### src/rtl/mac_stream_if.sv
// Groups the vector-memory read bus, the mac1 operand/result bus and the result stream port.
// master = mac_stream_driver side, slave = memory/mac1/consumer side.
interface mac_stream_if #(
  parameter int DATA_W = 128,
  parameter int SUM_W  = 20,
  parameter int ADDR_W = 6
);
  logic [ADDR_W-1:0] mem_addr;
  logic              mem_rd;
  logic [DATA_W-1:0] mem_p;
  logic [DATA_W-1:0] mem_w;
  logic [DATA_W-1:0] p_out;
  logic [DATA_W-1:0] w_out;
  logic [SUM_W-1:0]  s_in;
  logic [SUM_W-1:0]  res_data;
  logic              res_valid;
  logic              res_ready;
  logic              res_last;

  modport master (
    output mem_addr, mem_rd, p_out, w_out, res_data, res_valid, res_last,
    input  mem_p, mem_w, s_in, res_ready
  );
  modport slave (
    input  mem_addr, mem_rd, p_out, w_out, res_data, res_valid, res_last,
    output mem_p, mem_w, s_in, res_ready
  );
endinterface

### src/rtl/mac_stream_driver.sv
// Streams num_vec (pixel, weight) vector pairs from vector memory into mac1 and collects
// the mac1 results into a small credit-managed FIFO drained through a valid/ready port.
module mac_stream_driver #(
  parameter int DATA_W  = 128,
  parameter int SUM_W   = 20,
  parameter int ADDR_W  = 6,
  parameter int MAC_LAT = 1,
  parameter int DEPTH   = 4
) (
  input  logic              clk,
  input  logic              rst_n,
  input  logic              start,
  input  logic [ADDR_W-1:0] base_addr,
  input  logic [ADDR_W:0]   num_vec,
  output logic              busy,
  output logic              done,
  mac_stream_if.master      bus
);
  localparam int STAGES = MAC_LAT;
  localparam int AW     = $clog2(DEPTH);
  localparam int CW     = AW + 1;

  typedef enum logic [1:0] {IDLE, RUN, DRAIN, FIN} state_t;

  state_t            state, state_n;
  logic [ADDR_W-1:0] base_r;
  logic [ADDR_W:0]   num_r, idx;
  logic              issue, last_issue, push, pop, head_last;
  // vld_pipe[k] set means a read was issued k+1 cycles ago; last_pipe tags the final vector
  logic [STAGES:0]   vld_pipe, last_pipe;
  logic [CW-1:0]     inflight, count;
  logic [AW-1:0]     wr_ptr, rd_ptr;
  logic [SUM_W:0]    fifo_q [DEPTH];
  logic [DATA_W-1:0] p_q, w_q;

  // Pops never free credit in the same cycle, so the FIFO can never be overrun
  assign last_issue = (idx + (ADDR_W+1)'(1)) == num_r;
  assign push       = vld_pipe[STAGES];
  assign pop        = (count != '0) && bus.res_ready;
  assign head_last  = fifo_q[rd_ptr][SUM_W];

  always_comb begin
    state_n = state;
    issue   = 1'b0;
    case (state)
      IDLE:  if (start) state_n = (num_vec == '0) ? FIN : RUN;
      RUN: begin
        issue = ({1'b0, inflight} + {1'b0, count}) < (CW+1)'(DEPTH);
        if (issue && last_issue) state_n = DRAIN;
      end
      DRAIN: if (pop && head_last) state_n = FIN;
      FIN:   state_n = IDLE;
      default: state_n = IDLE;
    endcase
  end

  always_ff @(posedge clk or negedge rst_n) begin
    if (!rst_n) begin
      state     <= IDLE;
      base_r    <= '0;
      num_r     <= '0;
      idx       <= '0;
      vld_pipe  <= '0;
      last_pipe <= '0;
      p_q       <= '0;
      w_q       <= '0;
      inflight  <= '0;
      count     <= '0;
      wr_ptr    <= '0;
      rd_ptr    <= '0;
    end else begin
      state     <= state_n;
      if (state == IDLE && start) begin
        base_r <= base_addr;
        num_r  <= num_vec;
        idx    <= '0;
      end else if (issue) begin
        idx <= idx + (ADDR_W+1)'(1);
      end
      vld_pipe  <= {vld_pipe[STAGES-1:0], issue};
      last_pipe <= {last_pipe[STAGES-1:0], issue && last_issue};
      if (vld_pipe[0]) begin
        p_q <= bus.mem_p;
        w_q <= bus.mem_w;
      end
      case ({issue, push})
        2'b10:   inflight <= inflight + CW'(1);
        2'b01:   inflight <= inflight - CW'(1);
        default: inflight <= inflight;
      endcase
      case ({push, pop})
        2'b10:   count <= count + CW'(1);
        2'b01:   count <= count - CW'(1);
        default: count <= count;
      endcase
      if (push) wr_ptr <= wr_ptr + AW'(1);
      if (pop)  rd_ptr <= rd_ptr + AW'(1);
    end
  end

  // Storage needs no reset: it is only visible through res_valid-gated outputs
  always_ff @(posedge clk) begin
    if (push) fifo_q[wr_ptr] <= {last_pipe[STAGES], bus.s_in};
  end

  assign bus.mem_rd    = issue;
  assign bus.mem_addr  = base_r + idx[ADDR_W-1:0];
  assign bus.p_out     = p_q;
  assign bus.w_out     = w_q;
  assign bus.res_valid = (count != '0);
  assign bus.res_data  = bus.res_valid ? fifo_q[rd_ptr][SUM_W-1:0] : '0;
  assign bus.res_last  = bus.res_valid && head_last;
  assign busy          = (state != IDLE);
  assign done          = (state == FIN);
endmodule

### src/flat_wrapper.sv
// flat-port wrapper written by rule: the top's interface ports become plain ports
module mac_stream_driver_flat 
#(
  parameter int DATA_W  = 128,
  parameter int SUM_W   = 20,
  parameter int ADDR_W  = 6,
  parameter int MAC_LAT = 1,
  parameter int DEPTH   = 4
)
  (clk, rst_n, start, base_addr, num_vec, busy, done, bus_mem_addr, bus_mem_rd, bus_p_out, bus_w_out, bus_res_data, bus_res_valid, bus_res_last, bus_mem_p, bus_mem_w, bus_s_in, bus_res_ready);
  mac_stream_if #(.DATA_W(DATA_W), .SUM_W(SUM_W), .ADDR_W(ADDR_W)) bus_i ();
  input  logic clk;
  input  logic rst_n;
  input  logic start;
  input  logic [ADDR_W-1:0] base_addr;
  input  logic [ADDR_W:0] num_vec;
  output logic busy;
  output logic done;
  output wire logic [$bits(bus_i.mem_addr)-1:0] bus_mem_addr;
  output wire logic [$bits(bus_i.mem_rd)-1:0] bus_mem_rd;
  output wire logic [$bits(bus_i.p_out)-1:0] bus_p_out;
  output wire logic [$bits(bus_i.w_out)-1:0] bus_w_out;
  output wire logic [$bits(bus_i.res_data)-1:0] bus_res_data;
  output wire logic [$bits(bus_i.res_valid)-1:0] bus_res_valid;
  output wire logic [$bits(bus_i.res_last)-1:0] bus_res_last;
  input wire logic [$bits(bus_i.mem_p)-1:0] bus_mem_p;
  input wire logic [$bits(bus_i.mem_w)-1:0] bus_mem_w;
  input wire logic [$bits(bus_i.s_in)-1:0] bus_s_in;
  input wire logic [$bits(bus_i.res_ready)-1:0] bus_res_ready;
  assign bus_mem_addr = bus_i.mem_addr;
  assign bus_mem_rd = bus_i.mem_rd;
  assign bus_p_out = bus_i.p_out;
  assign bus_w_out = bus_i.w_out;
  assign bus_res_data = bus_i.res_data;
  assign bus_res_valid = bus_i.res_valid;
  assign bus_res_last = bus_i.res_last;
  assign bus_i.mem_p = bus_mem_p;
  assign bus_i.mem_w = bus_mem_w;
  assign bus_i.s_in = bus_s_in;
  assign bus_i.res_ready = bus_res_ready;
  mac_stream_driver #(.DATA_W(DATA_W), .SUM_W(SUM_W), .ADDR_W(ADDR_W), .MAC_LAT(MAC_LAT), .DEPTH(DEPTH)) u_core (.clk(clk), .rst_n(rst_n), .start(start), .base_addr(base_addr), .num_vec(num_vec), .busy(busy), .done(done), .bus(bus_i));
endmodule
### config.mk
export PLATFORM = sky130hd
export DESIGN_NAME = mac_stream_driver_flat
export DESIGN_NICKNAME = d
export VERILOG_FILES = /design/src/rtl/mac_stream_if.sv /design/src/rtl/mac_stream_driver.sv /design/src/flat_wrapper.sv
export SDC_FILE = /design/constraint.sdc
export NUM_CORES = 1
export LEC_CHECK = 0
export BUFFER_PORTS_ARGS = -buffer_cell sky130_fd_sc_hd__buf_4
export CAP_MARGIN = 20
export CORE_AREA = 2 2 227 229
export DETAILED_ROUTE_END_ITERATION = 6
export DIE_AREA = 0 0 229 231
export SYNTH_ARGS = -nofsm -noshare
export SYNTH_HDL_FRONTEND = slang
export SYNTH_SLANG_ARGS = --single-unit
export TNS_END_PERCENT = 20
### constraint.sdc
create_clock -name clk -period 5.6 [get_ports clk]
set_clock_uncertainty 0.15 [all_clocks]
set_input_delay 0.28 -clock clk [delete_from_list [all_inputs] [get_ports clk]]
set_output_delay 0.28 -clock clk [all_outputs]
set_load 0.005 [all_outputs]
# Word-level counts from Yosys, hierarchy flattened
# Memories as Yosys holds them, arrays and structs flattened.
# Cells that the tools add are included.
[totals]
wordCells = 61
inputBits = 293
mem_count = 1
ff_bits = 292
out_inout_bits = 287
mem_bits_rw = 84
[mem_list]
columns = ["name", "depth", "width", "read_ports", "rd_clocked_by_memory_dff", "wr", "line", "source"]
rows = [
  ["u_core.fifo_q", 4, 21, 1, 0, 1, "mac_stream_driver.sv:33", "logic [SUM_W:0] fifo_q [DEPTH];"],
]
[classes]
muxes = 13
n_lt_le_gt_ge = 1
n_reduce_logical = 14
addsub = 9
n_eq_ne = 11
[op_table]
columns = ["op", "n"]
rows = [
  ["two-way mux 20 bit", 1],
  ["two-way mux 7 bit", 2],
  ["one-hot mux 3 bit (2 select lines)", 2],
  ["== test 2 bit, second input constant", 4],
  ["two-way mux 2 bit", 4],
  ["one-hot mux 2 bit (4 select lines)", 1],
  ["nonzero test 2 bit", 4],
  ["adder 7 x 1 -> 7 bit, second input constant", 1],
  ["== test 7 bit", 1],
  ["logical NOT 7 bit", 1],
  ["adder 3 x 1 -> 3 bit, second input constant", 2],
  ["adder 6 bit", 1],
  ["== test 2 x 1 -> 1 bit, second input constant", 3],
  ["logical AND 1 bit", 6],
  ["subtractor 3 x 1 -> 3 bit, second input constant", 2],
  ["adder 2 x 1 -> 2 bit, second input constant", 2],
  ["adder 3 x 3 -> 4 bit", 1],
  ["< comparator 4 x 3 -> 1 bit, second input constant", 1],
  ["inequality test 2 x 1 -> 1 bit, second input constant", 2],
  ["two-way mux 1 bit", 3],
  ["AND reduction 3 bit", 1],
  ["nonzero test 3 bit", 1],
  ["logical NOT 2 bit", 1],
  ["inequality test 2 bit, second input constant", 1],
]

# Depth between registers and ports, before layout
[depth]
depth_word = 5
depth_mapped = 9
ltp_nobuf = 9

# Worst setup path after synthesis
# Ideal clock, no wire load.
[synth_timing]
path_kind = "flip-flop to flip-flop"
startpoint = "register u_core.count[1]"
endpoint = "register u_core.inflight[2]"
n_path_buf = 0
synth_period_minus_slack_ps = 2150
slack_ps = 3450
t_arrival_ps = 1921
setup_time_ps = 79
required_time_ps = 5371
path_stages_with_launch = 10
cell_sequence = "dfrtp_1 ha_1 nand3_1 nand3_1 ha_1 inv_1 fa_1 xor2_1 nor2_1 xor2_1"
[synth_between]
elab_chain_cells = 5
word_cells_on_any_way = 7
cone_classes = "1 x add/sub; 1 x order compare; 2 x eq/ne; 2 x mux; 1 x reduce/logical"
[synth_lines]
columns = ["element", "line", "source"]
rows = [
  ["start: declaration", "mac_stream_driver.sv:31", "logic [CW-1:0] inflight, count;"],
  ["start signal: assignment", "mac_stream_driver.sv:92", "2'b10: count <= count + CW'(1);"],
  ["start signal: assignment", "mac_stream_driver.sv:93", "2'b01: count <= count - CW'(1);"],
  ["start signal: assignment", "mac_stream_driver.sv:94", "default: count <= count;"],
  ["adder 3 x 3 -> 4 bit *", "mac_stream_driver.sv:48", "issue = ({1'b0, inflight} + {1'b0, count}) < (CW+1)'(DEPTH);"],
  ["< comparator 4 x 3 -> 1 bit *", "mac_stream_driver.sv:48", ""],
  ["two-way mux 1 bit *", "mac_stream_driver.sv:45", "case (state)"],
  ["== test 2 x 1 -> 1 bit / == test 2 bit (equally long branches)", "mac_stream_driver.sv:86", "case ({issue, push})"],
  ["one-hot mux 3 bit (2 select lines) / nonzero test 2 bit (equally long branches)", "--", ""],
  ["end signal: assignment", "mac_stream_driver.sv:87", "2'b10: inflight <= inflight + CW'(1);"],
  ["end signal: assignment", "mac_stream_driver.sv:88", "2'b01: inflight <= inflight - CW'(1);"],
  ["end signal: assignment", "mac_stream_driver.sv:89", "default: inflight <= inflight;"],
  ["end: declaration", "mac_stream_driver.sv:31", ""],
]
# Mark *: on every way between the ends. The rest lies on a longest branch, timed or not.
# A chain may end at the register's enable or synchronous reset.

# Final worst setup path
[layout_timing]
startpoint = "register u_core.rd_ptr[0]"
endpoint = "output bus_res_last"
[layout_between]
elab_chain_cells = 2
[layout_lines]
columns = ["element", "line", "source"]
rows = [
  ["start: declaration", "mac_stream_driver.sv:32", "logic [AW-1:0] wr_ptr, rd_ptr;"],
  ["start signal: assignment", "mac_stream_driver.sv:97", "if (pop) rd_ptr <= rd_ptr + AW'(1);"],
  ["memory read (4 x 21 bit)", "--", ""],
  ["logical AND 1 bit", "mac_stream_driver.sv:112", "assign bus.res_last = bus.res_valid && head_last;"],
  ["end: declaration", "flat_wrapper.sv:25", "output wire logic [$bits(bus_i.res_last)-1:0] bus_res_last;"],
]
# No other way between the ends.

==> results.json <==
{
  "core_area_um2": 50700,
  "maxCapViolCount": 0,
  "synth_cell_type_count": 40,
  "final_cell_mix": "buf_4 (581), dfrtp_1 (291), dlygate4sd3_1 (290)",
  "via_per_inst": 4.36,
  "nets": 2094,
  "path_class": "flip-flop to output pin",
  "cts_buffers": 44,
  "cts_tree": "yes",
  "finalMaxSlewViolations": 0,
  "clk_pin_slew_ns": 0.05,
  "clk_latency_ns": 0.54,
  "worst_path_largest_cell_delay_ns": 0.57,
  "regArea_um2": 9830,
  "path_cells": "buf_4, mux4_2, and2_1, buf_4",
  "hold_class": "input pin to flip-flop",
  "worst_slew_pin_slew_ns": 1.08,
  "synthArstFlopShare": 0.777,
  "fp-row-count": 83,
  "vias": 10900,
  "cts-resized-gates": 0,
  "dieArea_um2": 52900,
  "path_max_fanout": 17,
  "post_drt_wl_per_cell_um": 18.6,
  "power_density_nw_per_um2": 523,
  "syn_nets": 1208,
  "fin_crit_sh": 0.508,
  "status": "complete, no violations",
  "multi_input_area_um2": 4620,
  "root_buffer": "clkbuf_16",
  "wl_met2_mm": 22.9,
  "io_buffers": 579,
  "cpMostUsedCell": "buf_4",
  "htreeDepth": 2,
  "pin_count": 580,
  "synth_top_flop_cell": "dfrtp_1",
  "relSlewSlack": 0.282,
  "post_cts_buffers": 0,
  "fin_crit_ns": 2.84,
  "start_util": 0.290,
  "yosysSeqAreaShare": 0.670,
  "numClockSinks": 376,
  "syn_area_per_cell_um2": 16.4,
  "hold_viol_final": 0,
  "wirelength_met1_mm": 17.8,
  "grt_pass1_wl_mm": 71.3,
  "setup_violations": 0,
  "startpoint_type": "flip-flop",
  "power.total_uw": 12700,
  "track_usage": 0.174,
  "drt_iter0_markers": 428,
  "grt_pass1_vias": 12400,
  "worstPathArrival_ns": 2.41,
  "ff2ff_setup_slack_ns": 3.01,
  "crit_start": "u_core.rd_ptr[0]",
  "die_x_um": 229,
  "wl_met3_mm": 3.44,
  "crit_family": "flip-flops",
  "area_delta_synth_final_pct": 65.0,
  "required_ns": 5.17,
  "critPathSlowestCell": "dfrtp_1",
  "path_depth": 4,
  "drive_gt1_frac": 0.519,
  "synthCells": 893,
  "reg2reg_to": "u_core.state[0]",
  "rsz0062_at_grt": "no",
  "yosysWarnings": 0,
  "synth_area_um2": 14700,
  "ff2ff_path_depth": 6,
  "drt-total-wl_mm": 46.5,
  "max_freq_ghz": 0.352,
  "fin_setup_tns_ns": 0,
  "drcViolationCount": 0,
  "cp_num_buf_inv": 2,
  "dp_hpwl_mm": 32.1,
  "grt_max_degree": 174,
  "gp_congestion": 0.782,
  "ys_seq_elements": 376,
  "leakagePower_uw": 0.0108,
  "antenna_found_initial": 12,
  "postRouteAntennaNets": 0,
  "synth_edf_count": 84,
  "grt.overflow.total": 0,
  "endpoint_kind": "output pin",
  "ctsLongestPathBuffers": 3,
  "timing.rr.start": "u_core.rd_ptr[0]",
  "firstDrtPassIters": 4,
  "die_h_um": 231,
  "final_common_cell": "buf_4",
  "worst_ir_drop_vdd_mv": 0.331,
  "worstSetupEndpoint": "bus_res_last",
  "nFillCells": 4455,
  "top_layer": "met5"
}
repair_timing:
item / CTS / global route
hold buffers: 290 / 0
setup endpoints to repair: 0 / 0
endpoints found under the hold margin: 442 / 0
logic make-up (layout without fill, tap and decap cells):
kind of cell,Yosys count,after routing,share of synthesized area
other,0,5,0
AO/OA/AOI/OAI,28,28,0.0139
flip-flops,376,376,0.670
multiplexers,279,279,0.230
buffers and inverters,58,977,0.0151
XOR/XNOR,27,27,0.0161
adder cells (fa/ha/maj),22,22,0.0203
AND/OR/NAND/NOR,103,103,0.0346
metal layers:
layer / track usage / vias to the layer above
li1: - / 4974
met1: 0.199 / 5368
met2: 0.295 / 407
met3: 0.0588 / 119
met4: 0.0771 / 14
met5: 0 / -
cell usage after synthesis (all sizes together), types with 4 or more instances:
cell type	instances	area share
a21oi	5	0.0017
and2	26	0.011
buf	6	0.0018
clkbuf	32	0.0082
dfrtp	292	0.50
edfxtp	84	0.17
ha	19	0.016
inv	20	0.0051
mux2	256	0.20
mux4	21	0.032
nand2	47	0.012
nand3	4	0.0017
nor2	12	0.0031
nor3	4	0.0014
o21ai	6	0.0020
or3	4	0.0019
xnor2	12	0.0072
xor2	15	0.0090
how the worst min path moves through the flow:
| stage | end | slack (ns) | cells past startpoint | start |
|---|---|---|---|---|
| finish | u_core.rd_ptr[0] | 0.05 | 3 | bus_res_ready |
| global route | u_core.rd_ptr[0] | 0.05 | 3 | bus_res_ready |
| CTS | u_core.rd_ptr[0] | 0.03 | 3 | bus_res_ready |
| detailed placement | u_core.last_pipe[1] | 0.19 | 0 | u_core.last_pipe[0] |
| global placement | u_core.last_pipe[1] | 0.19 | 0 | u_core.last_pipe[0] |
| floorplan | u_core.base_r[0] | -0.17 | 0 | rst_n |
flip-flops by register name, summed over array words and instances (netlist names):
register and count:
u_core.num_r 7, u_core.last_pipe 2, u_core.idx 7, u_core.vld_pipe 2, u_core.bus.w_out 128, u_core.bus.p_out 128, u_core.fifo_q 84, u_core.rd_ptr 2
u_core.inflight 3, u_core.count 3, u_core.wr_ptr 2, u_core.state 2, u_core.base_r 6
power breakdown:
group | internal, µW | switching (µW) | total (µW)
registers | 3960 | 731 | 4690
logic | 3150 | 2030 | 5180
clock network | 1660 | 1140 | 2800
total | 8770 | 3900 | 12700
area by class of cell:
class | count | share of cell area
sequential | 376 | 0.406
timing repair buffer | 878 | 0.306
multi-input combinational | 459 | 0.191
clock inverter | 22 | 0.00806
clock buffer | 57 | 0.0500
inverter | 20 | 0.00310
antenna | 5 | 0.000517
tap | 680 | 0.0352
per-stage QoR:
step | cell area, µm² | hold slack (ns) | worst slack, ns | cells | utilization
after floorplan | 14700 | -0.166 | 3.45 | 893 | -
after global placement | 19800 | 0.192 | 2.97 | 2119 | 0.391
after detailed placement | 19800 | 0.191 | 2.96 | 2119 | 0.391
after CTS | 24100 | 0.0309 | 2.65 | 2488 | 0.476
after global routing | 24200 | 0.0483 | 2.54 | 2494 | 0.477
final | 24200 | 0.0482 | 2.76 | 2497 | 0.478
worst register-to-register path, cell delays in order (launching register included):
cell	delay, ns
dfrtp_1	0.57
buf_4	0.40
mux4_2	0.57
a21boi_0	0.32
nor2_1	0.15
a41oi_1	0.24
a31oi_1	0.06
Note: power is estimated with default switching activity, not from simulation.
